[src/rtl/zeroheti_pkg.sv]
// Shared definitions for the zeroheti debug/data OBI arbitration path.
package zeroheti_pkg;

    // Managers sharing the data port: core data port (0) and debug SBA master (1).
    localparam int unsigned DbgArbNumReq = 2;

    // Identifier of an upstream manager, as stored in the outstanding-ID FIFO.
    typedef logic [$clog2(DbgArbNumReq)-1:0] arb_id_t;

endpackage

[src/rtl/zeroheti_id_fifo.sv]
// In-order FIFO of manager IDs for outstanding OBI transactions.
// Push/pop requests that would overflow or underflow are ignored.
module zeroheti_id_fifo
    import zeroheti_pkg::*;
#(
    parameter int unsigned Depth   = 2,
    parameter int unsigned IdWidth = $bits(arb_id_t)
) (
    input  logic               clk_i,
    input  logic               rst_i,
    input  logic               push,
    input  logic               pop,
    input  logic [IdWidth-1:0] data_i,
    output logic [IdWidth-1:0] head_o,
    output logic               full_o,
    output logic               empty_o
);

    localparam int unsigned CntW = $clog2(Depth) + 1;

    logic [CntW-1:0] count_r;
    logic            push_s;
    logic            pop_s;

    assign full_o  = (count_r == CntW'(Depth));
    assign empty_o = (count_r == CntW'(0));
    assign push_s  = push & ~full_o;
    assign pop_s   = pop & ~empty_o;

    // Occupancy counter: simultaneous push and pop leaves it unchanged.
    always_ff @(posedge clk_i) begin
        if (rst_i) begin
            count_r <= CntW'(0);
        end else begin
            case ({push_s, pop_s})
                2'b10:   count_r <= count_r + CntW'(1);
                2'b01:   count_r <= count_r - CntW'(1);
                default: count_r <= count_r;
            endcase
        end
    end

    generate
        if (Depth == 1) begin : g_single
            logic [IdWidth-1:0] slot_r;

            // Single-entry storage: no pointers are needed.
            always_ff @(posedge clk_i) begin
                if (rst_i) begin
                    slot_r <= {IdWidth{1'b0}};
                end else if (push_s) begin
                    slot_r <= data_i;
                end else begin
                    slot_r <= slot_r;
                end
            end

            assign head_o = slot_r;
        end else begin : g_ring
            localparam int unsigned PtrW = $clog2(Depth);

            logic [IdWidth-1:0] mem_r [Depth];
            logic [PtrW-1:0]    wptr_r;
            logic [PtrW-1:0]    rptr_r;

            // Read/write pointers wrap naturally at the power-of-two depth.
            always_ff @(posedge clk_i) begin
                if (rst_i) begin
                    wptr_r <= PtrW'(0);
                    rptr_r <= PtrW'(0);
                end else begin
                    if (push_s) begin
                        wptr_r <= wptr_r + PtrW'(1);
                    end else begin
                        wptr_r <= wptr_r;
                    end
                    if (pop_s) begin
                        rptr_r <= rptr_r + PtrW'(1);
                    end else begin
                        rptr_r <= rptr_r;
                    end
                end
            end

            // Entry storage, cleared so the head is never undefined.
            always_ff @(posedge clk_i) begin
                if (rst_i) begin
                    for (int unsigned k = 0; k < Depth; k++) begin
                        mem_r[k] <= {IdWidth{1'b0}};
                    end
                end else if (push_s) begin
                    mem_r[wptr_r] <= data_i;
                end else begin
                    mem_r[wptr_r] <= mem_r[wptr_r];
                end
            end

            assign head_o = mem_r[rptr_r];
        end
    endgenerate

endmodule

[src/rtl/zeroheti_obi_arb.sv]
// Round-robin arbiter sharing one OBI memory-side port between NumReq
// managers. Responses are routed back in order through an ID FIFO.
module zeroheti_obi_arb
    import zeroheti_pkg::*;
#(
    parameter int unsigned NumReq         = DbgArbNumReq,
    parameter int unsigned AddrWidth      = 32,
    parameter int unsigned DataWidth      = 32,
    parameter int unsigned MaxOutstanding = 2
) (
    input  logic                                  clk_i,
    input  logic                                  rst_i,
    input  logic [NumReq-1:0]                     s_req_i,
    output logic [NumReq-1:0]                     s_gnt_o,
    input  logic [NumReq-1:0][AddrWidth-1:0]      s_addr_i,
    input  logic [NumReq-1:0]                     s_we_i,
    input  logic [NumReq-1:0][DataWidth/8-1:0]    s_be_i,
    input  logic [NumReq-1:0][DataWidth-1:0]      s_wdata_i,
    output logic [NumReq-1:0]                     s_rvalid_o,
    output logic [DataWidth-1:0]                  s_rdata_o,
    output logic                                  s_err_o,
    output logic                                  m_req_o,
    input  logic                                  m_gnt_i,
    output logic [AddrWidth-1:0]                  m_addr_o,
    output logic                                  m_we_o,
    output logic [DataWidth/8-1:0]                m_be_o,
    output logic [DataWidth-1:0]                  m_wdata_o,
    input  logic                                  m_rvalid_i,
    input  logic [DataWidth-1:0]                  m_rdata_i,
    input  logic                                  m_err_i,
    output logic                                  protocol_err_o
);

    localparam int unsigned IdW = $clog2(NumReq);

    logic [IdW-1:0] prio_r;
    logic [IdW-1:0] winner_s;
    logic           found_s;
    logic           handshake_s;
    logic           resp_ok_s;
    logic [IdW-1:0] head_s;
    logic           fifo_full_s;
    logic           fifo_empty_s;
    logic           protocol_err_r;

    // Index 'off' positions after 'base', wrapping at NumReq.
    function automatic logic [IdW-1:0] rr_next(input logic [IdW-1:0] base,
                                               input int unsigned off);
        int unsigned sum;
        sum = 32'(base) + off;
        return IdW'(sum % NumReq);
    endfunction

    // Winner: first requester at or after the priority pointer, with wrap.
    always_comb begin
        winner_s = prio_r;
        found_s  = 1'b0;
        for (int unsigned i = 0; i < NumReq; i++) begin
            if (!found_s && s_req_i[rr_next(prio_r, i)]) begin
                found_s  = 1'b1;
                winner_s = rr_next(prio_r, i);
            end else begin
                found_s = found_s;
            end
        end
    end

    // A full ID FIFO blocks new requests even if it pops this cycle.
    assign m_req_o     = (|s_req_i) & ~fifo_full_s & ~rst_i;
    assign handshake_s = m_req_o & m_gnt_i;
    assign m_addr_o    = s_addr_i[winner_s];
    assign m_we_o      = s_we_i[winner_s];
    assign m_be_o      = s_be_i[winner_s];
    assign m_wdata_o   = s_wdata_i[winner_s];

    // Grant goes only to the current winner, in the downstream grant cycle.
    always_comb begin
        s_gnt_o = {NumReq{1'b0}};
        if (handshake_s) begin
            s_gnt_o[winner_s] = 1'b1;
        end else begin
            s_gnt_o = {NumReq{1'b0}};
        end
    end

    // Priority moves past the winner only on an accepted request.
    always_ff @(posedge clk_i) begin
        if (rst_i) begin
            prio_r <= IdW'(0);
        end else if (handshake_s) begin
            prio_r <= rr_next(winner_s, 1);
        end else begin
            prio_r <= prio_r;
        end
    end

    zeroheti_id_fifo #(
        .Depth   (MaxOutstanding),
        .IdWidth (IdW)
    ) u_id_fifo (
        .clk_i   (clk_i),
        .rst_i   (rst_i),
        .push    (handshake_s),
        .pop     (resp_ok_s),
        .data_i  (winner_s),
        .head_o  (head_s),
        .full_o  (fifo_full_s),
        .empty_o (fifo_empty_s)
    );

    // Responses are only routed when a transaction is actually outstanding.
    assign resp_ok_s = m_rvalid_i & ~fifo_empty_s & ~rst_i;
    assign s_rdata_o = m_rdata_i;
    assign s_err_o   = m_err_i;

    // Response demux to the manager at the head of the ID FIFO.
    always_comb begin
        s_rvalid_o = {NumReq{1'b0}};
        if (resp_ok_s) begin
            s_rvalid_o[head_s] = 1'b1;
        end else begin
            s_rvalid_o = {NumReq{1'b0}};
        end
    end

    // Sticky flag for a response that had no matching outstanding request.
    always_ff @(posedge clk_i) begin
        if (rst_i) begin
            protocol_err_r <= 1'b0;
        end else if (m_rvalid_i && fifo_empty_s) begin
            protocol_err_r <= 1'b1;
        end else begin
            protocol_err_r <= protocol_err_r;
        end
    end

    assign protocol_err_o = protocol_err_r;

endmodule
[config.mk]
export PLATFORM = sky130hd
export DESIGN_NAME = zeroheti_obi_arb
export DESIGN_NICKNAME = d
export VERILOG_FILES = /design/src/rtl/zeroheti_pkg.sv /design/src/rtl/zeroheti_id_fifo.sv /design/src/rtl/zeroheti_obi_arb.sv
export SDC_FILE = /design/constraint.sdc
export NUM_CORES = 1
export LEC_CHECK = 0
export ABC_AREA = 1
export CORE_AREA = 10 10 102 104
export DETAILED_ROUTE_END_ITERATION = 7
export DIE_AREA = 0 0 112 114
export GPL_TIMING_DRIVEN = 0
export PLACE_DENSITY = 0.82
export SLEW_MARGIN = 20
export SYNTH_ARGS = -nofsm -noshare
export SYNTH_HDL_FRONTEND = slang
export SYNTH_SLANG_ARGS = --single-unit
[constraint.sdc]
create_clock -name clk_i -period 3.9 [get_ports clk_i]
set_input_delay 0.78 -clock clk_i [delete_from_list [all_inputs] [get_ports clk_i]]
set_output_delay 0.78 -clock clk_i [all_outputs]
set_load 0.01 [all_outputs]
==> run summary <==
## Global routing
* **Overflow after GRT** 0
* **total routing usage reported by global routing** 15.4%
* **maximum number of pins on one net before global-route repair** 11
* **number of antenna violations at the first check in global routing** 0
* **via count of the first global-routing pass** 2,959
* **first-pass GRT wire length** 16.0 mm

## CTS
* **insertion delay of the later-clocked pin in the worst-skew pair** 0.24 ns
* **number of gates resized after CTS** 0
* **CTS Hold Buffers Added** 0
* **root buf cell** sky130_fd_sc_hd__clkbuf_8
* **number of setup buffers added after CTS** 0
* **CTS sink cnt** 9
* **clock tree from TritonCTS** done
* **clock transition time at the flip-flop clock pins of the worst setup and hold paths** 0.05 ns
* **number of buffers on the longest clock path** 2
* **TritonCTS Buffers** 3
* **H-tree depth** 1

## Detailed routing
* **total via count in the routed design** 2,819
* **detailed-route wire length per cell** 16.3 µm
* **via-per-instance ratio** 4.14
* **total wire length after detailed routing** 11.1 mm
* **number of routed nets with antenna violations** 0
* **violation count after the first detailed-routing iteration** 197
* **number of design rule violations left after detail routing** 0
* **number of optimization iterations in the first detailed-route pass** 4

## Status
* **outcome** finished clean

## Floorplan
* **die extent in x** 112 µm
* **Initial Util** 18.8%
* **cell row count** 34
* **Vert. Die Dim** 114 µm
* **overall die area** 12,800 µm²
* **placeable core region** 8470 µm²
* **# IOs** 285

## STA
* **setup repair after global routing missed its margin** no
* **Worst slew margin** 80.7%
* **Setup TNS** 0 ns
* **clock period minus worst slack** 3.48 ns
* **final hold violation count** 0
* **slew at the pin with the worst max-slew slack** 0.289 ns
* **final worst path period share** 89.2%
* **maximum clock frequency** 288 MHz
* **final critical-path setup slack** 0.422 ns
* **max-slew violation total from the final report** 0
* **final setup violating endpoints** 0
* **clock skew after layout** 0.00688 ns

## Power
* **power density relative to cell area** 187 nW/µm²
* **P_leak** 2.05 nW
* **Peak supply drop** 0.0899 mV
* **total power after layout** 0.802 mW

## Finish
* **post-route cell area** 4280 µm²
* **diodes inserted** 0
* **area growth from synthesis to layout** 169%
* **Final Non-Filler Cells** 681
* **number of nets in the finished design** 752
* **share of layout cells above drive strength 1** 9.95%

## Yosys
* **synthesized area** 1590 µm²
* **per-instance average area after synthesis** 5.00 µm²
* **Synth Register Bits** 9
* **Cells after Synth** 318
* **Yosys warnings** 0
* **Mapped Nets** 496
* **synth unique cells** 22
* **register area share after synthesis** 12.6%

## Job
* **number of max-cap violations** 0

## Placement
* **dpl cell area** 4240 µm²
* **setup slack at placement** 0.361 ns
* **final HPWL from detailed placement** 9.93 mm
* **dpl cells** 677
* **number of port buffers** 251
* **Final GP Congestion** 0.827

## Worst setup path
* **Largest stage delay, worst path** 0.56 ns
* **Worst Path Arrival** 2.70 ns
* **Slowest-stage cell, CP** sky130_fd_sc_hd__clkdlybuf4s50_1
* **worst path required time** 3.12 ns
* **Worst Setup End Kind** output pin
* **cells along the critical path** clkdlybuf4s50_1 -> inv_2 -> o21ai_2 -> nand2_2 -> inv_4 -> buf_6 -> nand2_1 -> nand2_1 -> clkdlybuf4s50_1
* **critical setup path kind** in2out
* **critical-path maximum fanout** 10
* **Top Family by Delay on Critical Path** buffers and inverters
* **startpoint type of the worst setup path** input port
* **Buf+Inv Stages, Crit Path** 5

## Worst hold path
* **path class of the lowest-slack min-delay path** reg2reg

==> routing by layer <==
metal | vias to the layer above | global-route usage (%) | part of all wire [%]
li1 | 1429 | - | -
met1 | 1187 | 15.3 | 36
met2 | 189 | 28.1 | 50
met3 | 14 | 7.61 | 13
met4 | 0 | 3.64 | 1.5
met5 | - | 0 | 0
==> cells in the final DEF (no fill, tap or decap) <==
cell,Yosys,layout
sky130_fd_sc_hd__a21oi_1,1,1
sky130_fd_sc_hd__dfxtp_1,7,7
sky130_fd_sc_hd__nand4_1,1,1
sky130_fd_sc_hd__o21a_1,1,1
sky130_fd_sc_hd__a31oi_1,2,2
sky130_fd_sc_hd__ha_1,1,1
sky130_fd_sc_hd__inv_4,1,1
sky130_fd_sc_hd__buf_2,7,7
sky130_fd_sc_hd__inv_1,9,9
sky130_fd_sc_hd__clkbuf_1,0,1
sky130_fd_sc_hd__nand3_1,1,1
sky130_fd_sc_hd__nor2_1,15,15
sky130_fd_sc_hd__clkdlybuf4s50_1,0,251
sky130_fd_sc_hd__buf_4,34,34
sky130_fd_sc_hd__buf_6,6,6
sky130_fd_sc_hd__inv_2,2,2
sky130_fd_sc_hd__nand3_2,1,1
sky130_fd_sc_hd__o21ai_0,4,4
sky130_fd_sc_hd__nand2_2,1,1
sky130_fd_sc_hd__nand2_1,219,219
sky130_fd_sc_hd__clkbuf_8,0,3
sky130_fd_sc_hd__or2_2,1,1
sky130_fd_sc_hd__edfxtp_1,2,2
sky130_fd_sc_hd__o21ai_2,1,1
sky130_fd_sc_hd__nor3_1,1,1
==> power by group <==
| group | total [mW] | leakage (nW) | switching [mW] | internal, mW |
|---|---|---|---|---|
| combinational | 0.584 | 1.95 | 0.226 | 0.359 |
| clock | 0.110 | 0.0228 | 0.0383 | 0.0713 |
| sequential | 0.107 | 0.0785 | 0.00432 | 0.103 |
==> cell families after synthesis <==
| kind of cell | count (synthesis) | share of synthesized area [%] |
|---|---|---|
| AOI/OAI and AO/OA | 9 | 3.39 |
| adders and majority gates | 1 | 0.787 |
| buffers and inverters | 59 | 25.5 |
| DFF | 9 | 12.6 |
| and+or+nand+nor | 240 | 57.7 |
==> worst register-to-register path, cell delays in order (launching register included) <==
cell                      delay, ns
sky130_fd_sc_hd__dfxtp_1       0.37
sky130_fd_sc_hd__inv_1         0.10
sky130_fd_sc_hd__nand2_1       0.13
sky130_fd_sc_hd__nand3_2       0.18
sky130_fd_sc_hd__ha_1          0.25
sky130_fd_sc_hd__or2_2         0.29
sky130_fd_sc_hd__a31oi_1       0.14
sky130_fd_sc_hd__nor2_1        0.06
==> synth_stat cells, drive strengths merged <==
library cell | number | area share, %
a21oi | 1 | 0.31
a31oi | 2 | 0.79
buf | 47 | 23
dfxtp | 7 | 8.8
edfxtp | 2 | 3.8
ha | 1 | 0.79
inv | 12 | 3.0
nand2 | 220 | 52
nand3 | 2 | 0.94
nand4 | 1 | 0.39
nor2 | 15 | 3.5
nor3 | 1 | 0.31
o21a | 1 | 0.47
o21ai | 5 | 1.8
or2 | 1 | 0.39
==> final timing paths <==
check,startpoint,end,slack [ns],depth (start not counted)
min reg2reg,protocol_err_o$_SDFFE_PP0P_,protocol_err_o$_SDFFE_PP0P_,0.48,2
min,protocol_err_o$_SDFFE_PP0P_,protocol_err_o$_SDFFE_PP0P_,0.48,2
max reg2reg,u_id_fifo.count_r[0]$_SDFFE_PP0P_,u_id_fifo.count_r[1]$_SDFFE_PP0P_,2.28,7
max,s_req_i[1],m_wdata_o[29],0.42,9
==> per-stage QoR <==
stage | util, % | hold WS (ns)
global placement | 50.0 | 0.460
detailed placement | 50.0 | 0.465
global route | 50.6 | 0.528
CTS | 50.6 | 0.478
finish | 50.6 | 0.479
floorplan | - | 0.467
==> cell type report <==
| cell class | count | area [µm²] |
|---|---|---|
| Multi-Input combinational cell | 250 | 983 |
| Inverter | 12 | 47.5 |
| Buffer | 47 | 358 |
| Timing Repair Buffer | 251 | 2510 |
| Tap cell | 108 | 135 |
| Clock buffer | 4 | 45.0 |
| Fill cell | 793 | 4180 |
| Sequential cell | 9 | 200 |
Note: power is estimated with default switching activity, not from simulation.
